### config.mk
export PLATFORM = sky130hd
export DESIGN_NAME = approx_mult_seq
export DESIGN_NICKNAME = d
export VERILOG_FILES = /design/src/rtl/approx_mult_seq.sv
export SDC_FILE = /design/constraint.sdc
export NUM_CORES = 1
export LEC_CHECK = 0
export CAP_MARGIN = 20
export CORE_ASPECT_RATIO = 1.1
export CORE_UTILIZATION = 45
export DETAILED_ROUTE_END_ITERATION = 6
export DONT_BUFFER_PORTS = 1
export PLACE_DENSITY = 0.7
export SETUP_SLACK_MARGIN = 0.02
export SKIP_LAST_GASP = 1
export SLEW_MARGIN = 10
export SYNTH_ARGS = -nofsm -noshare
export SYNTH_HDL_FRONTEND = slang
export SYNTH_SLANG_ARGS = --single-unit
### constraint.sdc
create_clock -name clk -period 9.4 [get_ports clk]
set_input_delay 1.88 -clock clk [delete_from_list [all_inputs] [get_ports clk]]
set_output_delay 1.88 -clock clk [all_outputs]
set_load 0.005 [all_outputs]
### src/rtl/approx_mult_seq.sv
// ---------------------------------------------------------------------------
// approx_mult_seq
//
// Sequential approximate multiplier for unsigned N-bit operands.
//
// How the approximate path works:
//   - Each operand is normalised by shifting it left one bit per cycle until
//     its MSB is 1.
//   - The top K bits of each normalised operand are multiplied.
//   - The product is rescaled to 2N bits using the leading-one positions.
//
// Exact mode skips normalisation and forms the full N x N product. A zero
// operand in approximate mode takes an early-out straight to DONE.
//
// Ports:
//   clk        : clock; all state updates on the rising edge
//   rst        : synchronous, active-high reset
//   start_i    : request; accepted only in IDLE
//   exact_i    : 1 = full product, 0 = approximate (sampled with start_i)
//   a_i, b_i   : N-bit unsigned operands (sampled with start_i)
//   busy_o     : high in every state except IDLE
//   valid_o    : one-cycle pulse; product_o and inexact_o are final then
//   product_o  : 2N-bit result; held until the next accepted start
//   inexact_o  : a nonzero operand bit was dropped by truncation
// ---------------------------------------------------------------------------
`timescale 1ns/1ps

module approx_mult_seq #(
  parameter int N = 16,
  parameter int K = 8
) (
  input  logic           clk,
  input  logic           rst,
  input  logic           start_i,
  input  logic           exact_i,
  input  logic [N-1:0]   a_i,
  input  logic [N-1:0]   b_i,
  output logic           busy_o,
  output logic           valid_o,
  output logic [2*N-1:0] product_o,
  output logic           inexact_o
);

  localparam int SW = $clog2(N);
  localparam int TW = $clog2(2*N) + 1;

  // Weight of the product of two K-bit mantissas whose MSBs sit at bit K-1.
  localparam logic [TW-1:0] BIAS = TW'(2*(K-1));
  localparam logic [TW-1:0] EMAX = TW'(2*(N-1));

  // Ones in the N-K low bits that truncation discards (all zero when K = N).
  localparam logic [N-1:0] LOW_MASK = {N{1'b1}} >> K;

  typedef enum logic [1:0] {IDLE, NORM, MULT, DONE} state_e;

  state_e         state_q, state_d;
  logic [N-1:0]   a_q, a_d, b_q, b_d;
  logic [SW-1:0]  sa_q, sa_d, sb_q, sb_d;
  logic           exact_q, exact_d;
  logic [2*N-1:0] product_q, product_d;
  logic           inexact_q, inexact_d;

  // Approximate datapath, evaluated on the normalised operand registers.
  logic [K-1:0]   ma, mb;
  logic [2*N-1:0] p_wide, prod_approx, prod_exact;
  logic [TW-1:0]  t_exp;

  assign ma     = a_q[N-1 -: K];
  assign mb     = b_q[N-1 -: K];
  assign p_wide = (2*N)'(ma) * (2*N)'(mb);
  // eA + eB, where eX = N-1-sX.
  assign t_exp  = EMAX - TW'(sa_q) - TW'(sb_q);
  // The right shift only drops zero bits; the left shift never exceeds 2N.
  assign prod_approx = (t_exp >= BIAS) ? (p_wide << (t_exp - BIAS))
                                       : (p_wide >> (BIAS - t_exp));
  assign prod_exact  = (2*N)'(a_q) * (2*N)'(b_q);

  // NOTE: sequential state uses non-blocking assignments so every register
  // samples the pre-edge value of every other register.
  always_ff @(posedge clk) begin
    if (rst) begin
      state_q   <= IDLE;
      a_q       <= '0;
      b_q       <= '0;
      sa_q      <= '0;
      sb_q      <= '0;
      exact_q   <= 1'b0;
      product_q <= '0;
      inexact_q <= 1'b0;
    end else begin
      state_q   <= state_d;
      a_q       <= a_d;
      b_q       <= b_d;
      sa_q      <= sa_d;
      sb_q      <= sb_d;
      exact_q   <= exact_d;
      product_q <= product_d;
      inexact_q <= inexact_d;
    end
  end

  always_comb begin
    // NOTE: every next-state value defaults to its hold value first, so no
    // path through the case statement can infer a latch.
    state_d   = state_q;
    a_d       = a_q;
    b_d       = b_q;
    sa_d      = sa_q;
    sb_d      = sb_q;
    exact_d   = exact_q;
    product_d = product_q;
    inexact_d = inexact_q;

    unique case (state_q)
      IDLE: begin
        if (start_i) begin
          a_d     = a_i;
          b_d     = b_i;
          exact_d = exact_i;
          sa_d    = '0;
          sb_d    = '0;
          if (exact_i) begin
            state_d = MULT;
          end else if (a_i == '0 || b_i == '0) begin
            product_d = '0;
            inexact_d = 1'b0;
            state_d   = DONE;
          end else begin
            state_d = NORM;
          end
        end
      end

      NORM: begin
        // The cycle that sees both MSBs set does not shift.
        if (a_q[N-1] && b_q[N-1]) begin
          state_d = MULT;
        end else begin
          if (!a_q[N-1]) begin
            a_d  = a_q << 1;
            sa_d = sa_q + 1'b1;
          end
          if (!b_q[N-1]) begin
            b_d  = b_q << 1;
            sb_d = sb_q + 1'b1;
          end
        end
      end

      MULT: begin
        if (exact_q) begin
          product_d = prod_exact;
          inexact_d = 1'b0;
        end else begin
          product_d = prod_approx;
          inexact_d = |((a_q | b_q) & LOW_MASK);
        end
        state_d = MULT == MULT ? DONE : DONE;
      end

      DONE: state_d = IDLE;

      default: state_d = IDLE;
    endcase
  end

  assign busy_o    = (state_q != IDLE);
  assign valid_o   = (state_q == DONE);
  assign product_o = product_q;
  assign inexact_o = inexact_q;

endmodule

==> run_results.csv <==
group,metric,value,unit
timing,tightestPinTransition,1.15,ns
timing,min_period_over_period,71.3,%
die,core-area,0.0351,sq mm
die,die_width,182,um
die,die-area,0.0365,sq mm
timing,worst_slew_margin_rel,22.1,%
worst_hold_path,worst_hold_path.num_cells,2,
setup_path,crit_required,9.59,ns
logic_synthesis,synth.yosys.seq_area_share,9.46,%
grt,grt_pass1_wl,80100,um
setup_path,regToRegEndpoint,"product_o[29]",
setup_path,criticalPathCategory,"reg2reg",
place,dpl.cell_count,2311,
clock_tree,cts_hold_buf,0,
outcome,status,"complete, no violations",
timing,final.setup.tns,0,ns
power_and_ir_drop,power.density_cell_area,230,mW/mm^2
timing,post-route-min-period,6.70,ns
logic_synthesis,synth-async-reset-ratio,0,%
setup_path,path_max_fanout,18,
logic_synthesis,synth_top_flop_cell,"sky130_fd_sc_hd__dfxtp_1",
timing,setup_viol,0,
layout,regArea,0.00152,sq mm
routing,drc_errors,0,
timing,maximum_clock_frequency,0.149,GHz
layout,layout.filler_cells,3459,
layout,layout.nets,2270,
setup_path,rr_worst_depth,16,
die,floorplan.initialDensity,45.8,%
clock_tree,clock_tree.root_cell,"sky130_fd_sc_hd__clkbuf_16",
power_and_ir_drop,power.static_leakage,7.76,nW
setup_path,data_arrival_at_the_endpoint_of_the_critical_path,6.89,ns
setup_path,timing.rr.start,"b_q[12]",
run,number_of_max_capacitance_violations_reported,0,
logic_synthesis,netlist-cell-type-count,87,
clock_tree,tritoncts,"yes",
grt,globalRoute.totalOverflow,0,
logic_synthesis,synth_seq_cells,76,
clock_tree,cts_made_buffers,9,
logic_synthesis,syn_avg_cell_area,8.17,sq um
layout,diodes,0,
timing,rsz_0062_raised_after_global_routing,"no",
logic_synthesis,mapped_nets,2360,
grt,grt_start_max_net_pins,59,
worst_hold_path,min_delay_worst_endpoint,"product_o[21]",
logic_synthesis,mapped_cell_area,0.0161,sq mm
logic_synthesis,synth.yosys.warnings,0,
logic_synthesis,synth_cells,1969,
routing,antenna_violating_nets_post_route,0,
timing,clock-skew-final,0.00984,ns
setup_path,critPathLaunchType,"register",
die,io_pins,71,
place,placed_area,0.0163,sq mm
layout,post_route_cells_drive_above_1_share,3.93,%
grt,grt_use_total,28.2,%
clock_tree,cts-htree-levels,3,
clock_tree,post_cts_buffers,0,
logic_synthesis,synth-edff-count,0,
layout,stdcell_area,0.0167,sq mm
place,port-buffer-count,0,
routing,wl_per_cell,21.8,um
layout,finish.cell_count_without_fillers,2328,
setup_path,setup.worst_path.end_class,"register",
timing,slew_violations,0,
routing,finalWirelength,50800,um
clock_tree,cts_buffer_depth,2,
clock_tree,cts.clk_slew.worst_paths,0.07,ns
routing,drt_first_iter_violations,1678,
setup_path,timing.reg2reg.setup_slack,2.70,ns
worst_hold_path,worst_hold_path_type,"reg2reg",
clock_tree,post_cts_resized,0,
power_and_ir_drop,vdd.ir_drop.worst,185,uV
timing,endpoints_failing_hold,0,
timing,whs,0.510,ns
routing,vias,14300,
clock_tree,worstSkewPairLatency,0.35,ns
grt,first_global_vias,13700,
routing,drt-pass1-iter-count,6,
die,row_count,72,
layout,area_of_the_multi_input_gates,0.0129,sq mm
worst_hold_path,timing.hold.worst.start,"product_o[21]",
die,die_h,200,um
place,finalWeightedCongestion,1.07,
layout,syn2layout_area_growth,3.64,%
grt,antenna_found_initial,0,
routing,route.detailed.vias_per_inst,6.13,
clock_tree,clock_sink_count,76,
place,dp.final_hpwl,40100,um
logic make-up after synthesis:
logic type / Yosys count / share of synthesized area, %
AOI/OAI and AO/OA: 411 / 18.4
xor gates and xnor gates: 48 / 2.79
adders and majority gates: 355 / 37.6
buffers and inverters: 432 / 10.3
DFF: 76 / 9.46
muxes: 26 / 2.50
and+or+nand+nor: 621 / 19.0
routing by layer:
| layer | up-vias | wire length [um] | global-route usage, % | part of all wire [%] |
|---|---|---|---|---|
| met2 | 676 | 24000 | 46.1 | 47 |
| met4 | 0 | 2150 | 11.1 | 4.2 |
| met1 | 7008 | 20800 | 37.4 | 41 |
| met5 | - | 0 | 0 | 0 |
| li1 | 6457 | - | - | - |
| met3 | 124 | 3910 | 4.38 | 7.7 |
sequential cells by signal (all words and copies together) (netlist names):
name	count
state_q	2
inexact_o	1
a_q	16
sa_q	4
exact_q	1
sb_q	4
b_q	16
product_o	32
through the flow:
step | worst slack (ns) | total power [W] | util [%]
after floorplan | 3.18 | 0.00243 | -
after global placement | 2.96 | 0.00330 | 46.4
after detailed placement | 2.82 | 0.00331 | 46.4
after CTS | 2.79 | 0.00375 | 47.4
after global routing | 2.40 | 0.00410 | 47.4
final | 2.70 | 0.00384 | 47.4
report_power, final:
group	leakage (nW)	internal, W	switching (W)	total, W
Clock	0.169	0.000267	0.000152	0.000419
Sequential	0.619	0.000376	0.000253	0.000629
Combinational	6.97	0.000964	0.00182	0.00279
Total	7.76	0.00161	0.00223	0.00384
worst max path at each step:
stage          slack (ns)  startpoint             to  depth (start not counted)
2_1_floorplan        3.18      b_q[7]  product_o[31]                         24
3_3_place_gp         2.96     a_q[10]  product_o[31]                         18
3_5_place_dp         2.82      a_q[8]  product_o[31]                         19
4_1_cts              2.79      a_q[8]  product_o[31]                         19
5_1_grt              2.40      a_q[8]  product_o[31]                         19
6_report             2.70     b_q[12]  product_o[29]                         16
synthesized netlist by cell type (12+ instances only):
cell | n | area share [%]
sky130_fd_sc_hd__o31ai_1 | 12 | 0.56
sky130_fd_sc_hd__o21ai_0 | 41 | 1.3
sky130_fd_sc_hd__a31oi_1 | 12 | 0.47
sky130_fd_sc_hd__a222oi_1 | 17 | 1.1
sky130_fd_sc_hd__a211oi_1 | 28 | 1.3
sky130_fd_sc_hd__xnor2_1 | 27 | 1.5
sky130_fd_sc_hd__and2_1 | 165 | 6.4
sky130_fd_sc_hd__nand3_1 | 33 | 1.0
sky130_fd_sc_hd__a21o_1 | 21 | 0.98
sky130_fd_sc_hd__a21oi_1 | 111 | 3.5
sky130_fd_sc_hd__xor2_1 | 19 | 1.0
sky130_fd_sc_hd__nor2_1 | 115 | 2.7
sky130_fd_sc_hd__nand2_1 | 191 | 4.5
sky130_fd_sc_hd__dfxtp_1 | 76 | 9.5
sky130_fd_sc_hd__nor4_1 | 16 | 0.62
sky130_fd_sc_hd__ha_1 | 141 | 11
sky130_fd_sc_hd__fa_1 | 214 | 27
sky130_fd_sc_hd__mux2i_1 | 12 | 0.75
sky130_fd_sc_hd__nor3_1 | 39 | 1.2
sky130_fd_sc_hd__clkbuf_1 | 102 | 2.4
sky130_fd_sc_hd__o22ai_1 | 16 | 0.62
sky130_fd_sc_hd__nand4_1 | 16 | 0.62
sky130_fd_sc_hd__o211ai_1 | 14 | 0.65
sky130_fd_sc_hd__inv_1 | 308 | 7.2
cell usage in the layout (no fill, tap or decap), drive strengths merged, types with 10 or more instances in the layout:
master | netlist | layout
and2 | 165 | 165
o22ai | 16 | 16
a211oi | 32 | 32
o211ai | 15 | 15
clkbuf | 103 | 10
nor2 | 118 | 118
a222oi | 17 | 17
a21oi | 112 | 112
a31oi | 12 | 12
fa | 214 | 214
o311ai | 14 | 14
mux4 | 11 | 11
nor4 | 16 | 16
buf | 17 | 19
a22oi | 10 | 10
xnor2 | 27 | 27
a21o | 21 | 21
and3 | 10 | 10
dfxtp | 76 | 76
nor3 | 39 | 39
o31ai | 12 | 12
ha | 141 | 141
nand4 | 16 | 16
inv | 308 | 308
nand3 | 34 | 34
o21ai | 49 | 49
mux2i | 12 | 12
xor2 | 19 | 19
nand2 | 191 | 191
a311oi | 10 | 10
critical path, stage by stage, from the launching register on:
cell	delay, ns
sky130_fd_sc_hd__dfxtp_1	0.89
sky130_fd_sc_hd__and2_1	0.25
sky130_fd_sc_hd__fa_1	0.45
sky130_fd_sc_hd__fa_1	0.59
sky130_fd_sc_hd__inv_1	0.06
sky130_fd_sc_hd__fa_1	0.44
sky130_fd_sc_hd__fa_1	0.53
sky130_fd_sc_hd__inv_1	0.06
sky130_fd_sc_hd__ha_1	0.40
sky130_fd_sc_hd__a21oi_1	0.36
sky130_fd_sc_hd__o21ai_2	0.17
sky130_fd_sc_hd__o2111ai_1	0.39
sky130_fd_sc_hd__nand3_2	0.31
sky130_fd_sc_hd__a32oi_1	0.26
sky130_fd_sc_hd__o221ai_1	0.35
sky130_fd_sc_hd__o311ai_0	0.85
sky130_fd_sc_hd__a31oi_1	0.17
final cells by class:
class / count / share of cell area, %
well taps: 444 / 3.33
clock buffers: 10 / 1.43
repair buffers: 19 / 0.878
clock inverters: 6 / 0.668
inverters: 312 / 7.03
multi-input cells: 1461 / 77.5
flip-flops and latches: 76 / 9.14
Power figures use the tool's default switching activity.
